## config.mk

```make
export PLATFORM = sky130hd
export DESIGN_NAME = vga_layer_pipe
export DESIGN_NICKNAME = d
export VERILOG_FILES = /design/src/rtl/vga_layer_pipe.sv
export SDC_FILE = /design/constraint.sdc
export NUM_CORES = 2
export LEC_CHECK = 0
export ABC_AREA = 0
export BUFFER_PORTS_ARGS = -buffer_cell sky130_fd_sc_hd__clkbuf_2
export CAP_MARGIN = 20
export CORE_AREA = 5 5 474 476
export CTS_BUF_LIST = sky130_fd_sc_hd__clkbuf_4 sky130_fd_sc_hd__clkbuf_8 sky130_fd_sc_hd__clkbuf_16
export DETAILED_ROUTE_END_ITERATION = 8
export DIE_AREA = 0 0 479 481
export PLACE_DENSITY_LB_ADDON = 0.3
export SYNTH_ARGS = -nofsm -noshare
export SYNTH_HDL_FRONTEND = slang
export SYNTH_SLANG_ARGS = --single-unit
```

## constraint.sdc

```tcl
create_clock -name CLK -period 5 [get_ports CLK]
set_clock_uncertainty 0.1 [all_clocks]
set_input_delay 0.75 -clock CLK [delete_from_list [all_inputs] [get_ports CLK]]
set_output_delay 0.75 -clock CLK [all_outputs]
set_load 0.005 [all_outputs]
```

## src/rtl/vga_layer_pipe.sv

```systemverilog
// Sprite-layer compositor: a registered radix-4 priority tree picks the lowest-index opaque layer,
// with matched sideband delay, RGB565 expansion and per-frame collision counting.
module vga_layer_pipe #(
    parameter int unsigned LAYERS = 64,
    parameter int unsigned CNT_W  = 16
) (
    input  logic                                         CLK,
    input  logic                                         RESET_N,
    input  logic                                         VGA_IN_VALID,
    input  logic                                         VGA_IN_HS,
    input  logic                                         VGA_IN_VS,
    input  logic                                         VGA_FRAME_START,
    input  logic [LAYERS-1:0]                            VGA_SPRITE_ISOBJ,
    input  logic [LAYERS-1:0][15:0]                      VGA_SPRITE_PIXEL,
    input  logic [15:0]                                  VGA_VAL,
    input  logic [LAYERS-1:0]                            LAYER_EN,
    input  logic                                         KEY_EN,
    input  logic [15:0]                                  KEY_COLOR,
    output logic [7:0]                                   VGA_R,
    output logic [7:0]                                   VGA_G,
    output logic [7:0]                                   VGA_B,
    output logic                                         VGA_OUT_VALID,
    output logic                                         VGA_OUT_HS,
    output logic                                         VGA_OUT_VS,
    output logic                                         VGA_OUT_HIT,
    output logic [((LAYERS > 1) ? $clog2(LAYERS) : 1)-1:0] VGA_OUT_LAYER,
    output logic                                         COLLISION_FLAG,
    output logic [CNT_W-1:0]                             COLLISION_CNT
);

    localparam int unsigned LOG2   = $clog2(LAYERS);
    localparam int unsigned STAGES = (LOG2 <= 2) ? 1 : (LOG2 + 1) / 2;
    localparam int unsigned NLEAF  = 1 << (2 * STAGES);
    localparam int unsigned NODES  = (NLEAF - 1) / 3;
    localparam int unsigned TOTAL  = NLEAF + NODES;
    localparam int unsigned IDX_W  = 2 * STAGES;
    localparam int unsigned LW     = (LAYERS > 1) ? LOG2 : 1;

    // Flat node numbering: leaves first, then each tree level in turn; root is the last entry.
    function automatic int unsigned lvl_base(input int unsigned k);
        int unsigned s;
        s = 0;
        for (int unsigned m = 0; m < k; m++) s += 1 << (2 * (STAGES - m));
        return s;
    endfunction

    logic [NODES-1:0]             r_hit;
    logic [NODES-1:0]             r_multi;
    logic [NODES-1:0][15:0]       r_pix;
    logic [NODES-1:0][IDX_W-1:0]  r_idx;

    logic [NODES-1:0]             w_nxt_hit;
    logic [NODES-1:0]             w_nxt_multi;
    logic [NODES-1:0][15:0]       w_nxt_pix;
    logic [NODES-1:0][IDX_W-1:0]  w_nxt_idx;

    logic [TOTAL-1:0]             w_src_hit;
    logic [TOTAL-1:0]             w_src_multi;
    logic [TOTAL-1:0][15:0]       w_src_pix;
    logic [TOTAL-1:0][IDX_W-1:0]  w_src_idx;

    logic [STAGES-1:0]            r_dvalid;
    logic [STAGES-1:0]            r_dhs;
    logic [STAGES-1:0]            r_dvs;
    logic [STAGES-1:0]            r_dfs;
    logic [STAGES-1:0][15:0]      r_dval;
    logic [CNT_W-1:0]             r_run;

    logic                         w_fvalid;
    logic                         w_root_hit;
    logic                         w_coll;
    logic [15:0]                  w_col;

    always_comb begin
        w_src_hit   = '0;
        w_src_multi = '0;
        w_src_pix   = '0;
        w_src_idx   = '0;
        for (int unsigned i = 0; i < LAYERS; i++) begin
            w_src_hit[i] = VGA_SPRITE_ISOBJ[i] & LAYER_EN[i]
                         & ~(KEY_EN & (VGA_SPRITE_PIXEL[i] == KEY_COLOR));
            w_src_pix[i] = VGA_SPRITE_PIXEL[i];
        end
        for (int unsigned i = 0; i < NLEAF; i++) w_src_idx[i] = IDX_W'(i);
        for (int unsigned n = 0; n < NODES; n++) begin
            w_src_hit[NLEAF+n]   = r_hit[n];
            w_src_multi[NLEAF+n] = r_multi[n];
            w_src_pix[NLEAF+n]   = r_pix[n];
            w_src_idx[NLEAF+n]   = r_idx[n];
        end
    end

    always_comb begin
        logic        t_found;
        logic        t_multi;
        logic [2:0]  t_nhit;
        logic [15:0] t_pix;
        logic [IDX_W-1:0] t_idx;
        int unsigned src;
        int unsigned dst;
        w_nxt_hit   = '0;
        w_nxt_multi = '0;
        w_nxt_pix   = '0;
        w_nxt_idx   = '0;
        t_found = 1'b0;
        t_multi = 1'b0;
        t_nhit  = '0;
        t_pix   = '0;
        t_idx   = '0;
        src     = 0;
        dst     = 0;
        for (int unsigned k = 1; k <= STAGES; k++) begin
            for (int unsigned j = 0; j < (32'd1 << (2 * (STAGES - k))); j++) begin
                t_found = 1'b0;
                t_multi = 1'b0;
                t_nhit  = '0;
                t_pix   = '0;
                t_idx   = '0;
                for (int unsigned c = 0; c < 4; c++) begin
                    src     = lvl_base(k - 1) + 4 * j + c;
                    t_nhit  = t_nhit + 3'(w_src_hit[src]);
                    t_multi = t_multi | w_src_multi[src];
                    if (w_src_hit[src] && !t_found) begin
                        t_pix = w_src_pix[src];
                        t_idx = w_src_idx[src];
                    end
                    t_found = t_found | w_src_hit[src];
                end
                dst              = lvl_base(k) - NLEAF + j;
                w_nxt_hit[dst]   = t_found;
                w_nxt_multi[dst] = t_multi | (t_nhit >= 3'd2);
                w_nxt_pix[dst]   = t_pix;
                w_nxt_idx[dst]   = t_idx;
            end
        end
    end

    always_ff @(posedge CLK) begin
        if (!RESET_N) begin
            r_hit    <= '0;
            r_multi  <= '0;
            r_pix    <= '0;
            r_idx    <= '0;
            r_dvalid <= '0;
            r_dhs    <= '0;
            r_dvs    <= '0;
            r_dfs    <= '0;
            r_dval   <= '0;
        end else begin
            r_hit       <= w_nxt_hit;
            r_multi     <= w_nxt_multi;
            r_pix       <= w_nxt_pix;
            r_idx       <= w_nxt_idx;
            r_dvalid[0] <= VGA_IN_VALID;
            r_dhs[0]    <= VGA_IN_HS;
            r_dvs[0]    <= VGA_IN_VS;
            r_dfs[0]    <= VGA_FRAME_START;
            r_dval[0]   <= VGA_VAL;
            for (int unsigned s = 1; s < STAGES; s++) begin
                r_dvalid[s] <= r_dvalid[s-1];
                r_dhs[s]    <= r_dhs[s-1];
                r_dvs[s]    <= r_dvs[s-1];
                r_dfs[s]    <= r_dfs[s-1];
                r_dval[s]   <= r_dval[s-1];
            end
        end
    end

    assign w_fvalid   = r_dvalid[STAGES-1];
    assign w_root_hit = w_src_hit[TOTAL-1];
    assign w_col      = w_root_hit ? w_src_pix[TOTAL-1] : r_dval[STAGES-1];
    assign w_coll     = w_fvalid & w_src_multi[TOTAL-1];

    always_ff @(posedge CLK) begin
        if (!RESET_N) begin
            VGA_R          <= '0;
            VGA_G          <= '0;
            VGA_B          <= '0;
            VGA_OUT_VALID  <= 1'b0;
            VGA_OUT_HS     <= 1'b0;
            VGA_OUT_VS     <= 1'b0;
            VGA_OUT_HIT    <= 1'b0;
            VGA_OUT_LAYER  <= '0;
            COLLISION_FLAG <= 1'b0;
        end else begin
            VGA_R          <= w_fvalid ? {w_col[4:0], w_col[4:2]}     : 8'h00;
            VGA_G          <= w_fvalid ? {w_col[10:5], w_col[10:9]}   : 8'h00;
            VGA_B          <= w_fvalid ? {w_col[15:11], w_col[15:13]} : 8'h00;
            VGA_OUT_VALID  <= w_fvalid;
            VGA_OUT_HS     <= r_dhs[STAGES-1];
            VGA_OUT_VS     <= r_dvs[STAGES-1];
            VGA_OUT_HIT    <= w_fvalid & w_root_hit;
            VGA_OUT_LAYER  <= (w_fvalid & w_root_hit) ? LW'(w_src_idx[TOTAL-1]) : '0;
            COLLISION_FLAG <= w_coll;
        end
    end

    // The frame-start pixel's own collision opens the new frame's count.
    always_ff @(posedge CLK) begin
        if (!RESET_N) begin
            r_run         <= '0;
            COLLISION_CNT <= '0;
        end else if (r_dfs[STAGES-1]) begin
            COLLISION_CNT <= r_run;
            r_run         <= CNT_W'(w_coll);
        end else if (w_coll && (r_run != '1)) begin
            r_run <= r_run + 1'b1;
        end
    end

endmodule

```

==> flow_summary.ini <==
[detailed_routing]
drt-wirelength-per-cell_microns = 35.6
antenna_left = 0
detail_route.first_pass.iterations = 9
via_per_inst = 5.14
drc_errors = 58
routed_wirelength_microns = 326000
drt_iter0_drc = 5021
via_count = 47100

[worst_hold_path]
min_path_type = input port to register

[logic_synthesis]
postSynthAreaPerCell_sq_um = 8.40
yosysWarnings = 0
synth.cell_area_sq_um = 42500
mappedNetlistNets = 6284
yosysSeqAreaShare_pct = 26.8
ys_types = 59
postSynthRegisterBits = 569
postSynth.asyncResetShare_pct = 0
synth_top_flop_cell = sky130_fd_sc_hd__dfxtp_1
edff_count_synth = 0
synthCells = 5059

[global_routing]
number_of_global_route_vias_before_repair = 46700
grt_first_pass_wirelength_microns = 422000
grt_antenna_before_repair = 145
globalRouteTotalUtil_pct = 26.7
grt_remaining_overflow = 0
grt_max_degree = 66

[floorplan]
die_width_microns = 479
core_region_area_sq_um = 221000
die_y_microns = 481
start_util_pct = 19.3
floorplan.io_pins = 1242
core.rowCount = 173
die_area_sq_um = 230000

[clock_tree]
cts_setup_buffers = 0
cts.path.max_buffers = 3
clk_pin_slew_worst_paths_ps = 60
htree_levels = 3
tritoncts_clock_tree = yes
cts_hold_buf = 0
worstSkewPairLatency_ps = 700
tritoncts.num_buffers = 75
cts-resized-gates = 0
clkSinkCount = 569
clock-root-buffer = sky130_fd_sc_hd__clkbuf_16

[critical_path]
worst_stage_delay_on_the_critical_path_ps = 610
regToRegEndpoint = r_pix[258]
worst_setup_path_endpoint = r_pix[95]
crit_family = buffers and inverters
worstPathMaxFanout = 21
worst-path-stages = 10
critPathBufInv = 4
path_common_cell = sky130_fd_sc_hd__buf_4
worst-r2r-cell-count = 8
critPathSlowestCell = sky130_fd_sc_hd__nor4_1
timing_worst_setup_path_type = input port to register
startpoint_type = input port
critPathCaptureType = register
rr_startpoint = r_hit[0]
worstPathRequired_ps = 5450
critical_path_arrival_ps = 4190
timing.reg2reg.setup_slack_ps = 1370
critical_path.cell_chain = buf_6 -> buf_4 -> xor2_1 -> nor4_1 -> nand4_1 -> o211ai_1 -> buf_4 -> nor4b_4 -> buf_4 -> o2bb2ai_1
cp-startpoint = KEY_COLOR[13]

[layout]
multi_input_comb_area_sq_um = 27700
seqCellArea_sq_um = 11400
fill_cells = 24400
area_growth_pct = 29.6
drive_gt1_share_pct = 28.4
fin_nets = 7367
utilization_pct = 25.0

[pwr]
power.density_nw_per_um2 = 280
internal_power_mw = 10.0
power_frac_seq_pct = 33.1
net-switching-power_mw = 5.39
power_frac_clock_pct = 39.5
ir_drop_mv = 0.255
switching_share_of_power_pct = 35.0
pwr-share-comb_pct = 27.3
power_leakage_nw = 24.2

[sta]
timing.final.setup_violations = 0
rsz0062_at_grt = false
final.period_utilization_pct = 74.8
hold_viol = 0
max_slew.worst_pin.slew_ps = 1130
post-route-min-period_ps = 3740
hold-worst-slack_ps = 164
final_max_slew_viols = 0
setup_total_negative_slack_ps = 0
slew_headroom_pct = 24.6
clock.fmax_mhz = 267

[run_status]
run_status = complete, but fails checks
violations = DRC

[placement]
gp_congestion = 1.01
post-dp-hpwl_microns = 270000
port_buffers = 1241

[flow_run]
maxCapViolCount = 0
-- worst register-to-register path, delay by kind of cell, from the launching register on --
family | cells | cell delay (ps)
AOI/OAI and AO/OA | 2 | 1240
adders and majority gates | 1 | 730
buffers and inverters | 2 | 460
DFF | 1 | 310
and+or+nand+nor | 3 | 660
-- cells in the mapped netlist, types with 4 or more instances --
cell,instances,area share [%]
sky130_fd_sc_hd__buf_2,62,0.73
sky130_fd_sc_hd__a222oi_1,87,2.0
sky130_fd_sc_hd__nor4_1,141,2.1
sky130_fd_sc_hd__nand2b_1,23,0.34
sky130_fd_sc_hd__o21a_1,22,0.39
sky130_fd_sc_hd__and2_1,72,1.1
sky130_fd_sc_hd__o311a_1,240,5.7
sky130_fd_sc_hd__o211ai_1,49,0.87
sky130_fd_sc_hd__o21ba_2,11,0.26
sky130_fd_sc_hd__nor2_1,264,2.3
sky130_fd_sc_hd__nand4_2,4,0.12
sky130_fd_sc_hd__o211a_1,16,0.38
sky130_fd_sc_hd__a21o_1,12,0.21
sky130_fd_sc_hd__nand2_1,113,1.0
sky130_fd_sc_hd__o2bb2ai_1,144,3.0
sky130_fd_sc_hd__and3_1,268,3.9
sky130_fd_sc_hd__o21ai_0,487,5.7
sky130_fd_sc_hd__nor2b_1,13,0.19
sky130_fd_sc_hd__nand4_1,71,1.0
sky130_fd_sc_hd__a21oi_1,129,1.5
sky130_fd_sc_hd__o2bb2ai_2,96,3.4
sky130_fd_sc_hd__buf_4,49,0.87
sky130_fd_sc_hd__a32o_1,16,0.38
sky130_fd_sc_hd__nor4_2,22,0.65
sky130_fd_sc_hd__inv_1,314,2.8
sky130_fd_sc_hd__buf_6,40,1.1
sky130_fd_sc_hd__clkbuf_1,270,2.4
sky130_fd_sc_hd__xor2_1,783,16
sky130_fd_sc_hd__a31oi_1,23,0.34
sky130_fd_sc_hd__nand3_1,51,0.60
sky130_fd_sc_hd__nor4b_4,14,0.78
sky130_fd_sc_hd__buf_1,28,0.25
sky130_fd_sc_hd__ha_1,13,0.38
sky130_fd_sc_hd__xnor2_1,253,5.2
sky130_fd_sc_hd__mux2i_1,33,0.78
sky130_fd_sc_hd__a31o_2,4,0.082
sky130_fd_sc_hd__dfxtp_1,569,27
sky130_fd_sc_hd__nor3_1,153,1.8
sky130_fd_sc_hd__or2_2,16,0.24
sky130_fd_sc_hd__a211oi_1,13,0.23
sky130_fd_sc_hd__fa_1,21,0.99
sky130_fd_sc_hd__o31a_1,25,0.52
-- power by group through the flow --
stage                     sequential (mW)  clock (mW)  combinational, mW
after floorplan                      4.99           0               2.07
after global placement               5.20           0               4.14
after detailed placement             5.19           0               4.11
after CTS                            5.10        6.22               4.14
after global routing                 5.11        6.39               4.40
final                                5.10        6.08               4.21
-- how the worst min path moves through the flow --
stage | start | to | slack [ps] | cells past startpoint
final | VGA_IN_HS | r_dhs[0] | 160 | 2
after CTS | VGA_VAL[4] | r_dval[4] | 100 | 2
after global placement | r_dval[23] | r_dval[39] | 310 | 1
after global routing | VGA_VAL[4] | r_dval[4] | 130 | 2
after detailed placement | r_dvs[2] | VGA_OUT_VS | 320 | 1
after floorplan | r_idx[120] | VGA_OUT_LAYER[0] | 310 | 1
-- per-stage QoR --
| stage | cells | instance area (sq um) | setup slack (ps) | total power, mW |
|---|---|---|---|---|
| floorplan | 5059 | 42500 | 1250 | 7.06 |
| global placement | 8946 | 52100 | 461 | 9.34 |
| detailed placement | 8946 | 52100 | 503 | 9.31 |
| CTS | 9082 | 54800 | 1250 | 15.5 |
| global route | 9133 | 55000 | 1180 | 15.9 |
| finish | 9156 | 55100 | 1260 | 15.4 |
-- layer usage --
layer | part of all wire (%) | vias up | global-route usage [%]
met5 | 0.11 | - | 0
met4 | 5.7 | 56 | 13.9
met3 | 8.6 | 642 | 6.87
met2 | 44 | 2759 | 41.7
met1 | 41 | 23200 | 33.8
li1 | - | 20400 | -
-- cell families (layout without fill, tap and decap cells) --
logic type | after synthesis | after routing | share of synthesized area [%]
other | 0 | 68 | 0
adders and majority gates | 34 | 34 | 1.37
and+or+nand+nor | 1236 | 1236 | 16.4
buffers and inverters | 763 | 1905 | 8.06
xor gates and xnor gates | 1036 | 1036 | 21.4
DFF | 569 | 569 | 26.8
AOI/OAI and AO/OA | 1388 | 1388 | 25.2
muxes | 33 | 33 | 0.777
-- sequential cells by signal, indices dropped and copies added (netlist names) --
register,count
r_dval,48
r_dvalid,3
VGA_R,5
VGA_OUT_LAYER,6
VGA_B,5
r_multi,21
COLLISION_CNT,16
VGA_G,6
VGA_OUT_HS,1
VGA_OUT_VALID,1
r_run,16
r_idx,72
VGA_OUT_HIT,1
r_hit,21
r_pix,336
r_dhs,3
COLLISION_FLAG,1
r_dfs,3
r_dvs,3
VGA_OUT_VS,1
-- layout make-up --
type	count	area share, %
timing repair buffer	1455	15.0
tap	2887	6.56
clock buffer	98	3.93
sequential	569	20.7
inverter	314	2.15
multi-input combinational	3727	50.3
antenna	68	0.309
clock inverter	38	1.04
-- layout by cell type (no fill, tap or decap), types with 141 or more instances in the layout --
cell	instances
sky130_fd_sc_hd__buf_4	189
sky130_fd_sc_hd__inv_1	313
sky130_fd_sc_hd__nor4_1	141
sky130_fd_sc_hd__xor2_1	783
sky130_fd_sc_hd__xnor2_1	253
sky130_fd_sc_hd__nor2_1	264
sky130_fd_sc_hd__o21ai_0	487
sky130_fd_sc_hd__o311a_1	240
sky130_fd_sc_hd__and3_1	268
sky130_fd_sc_hd__dfxtp_1	569
sky130_fd_sc_hd__clkbuf_2	1223
sky130_fd_sc_hd__nor3_1	152
sky130_fd_sc_hd__o2bb2ai_1	144
No activity file was read; power rests on OpenSTA's default activity.
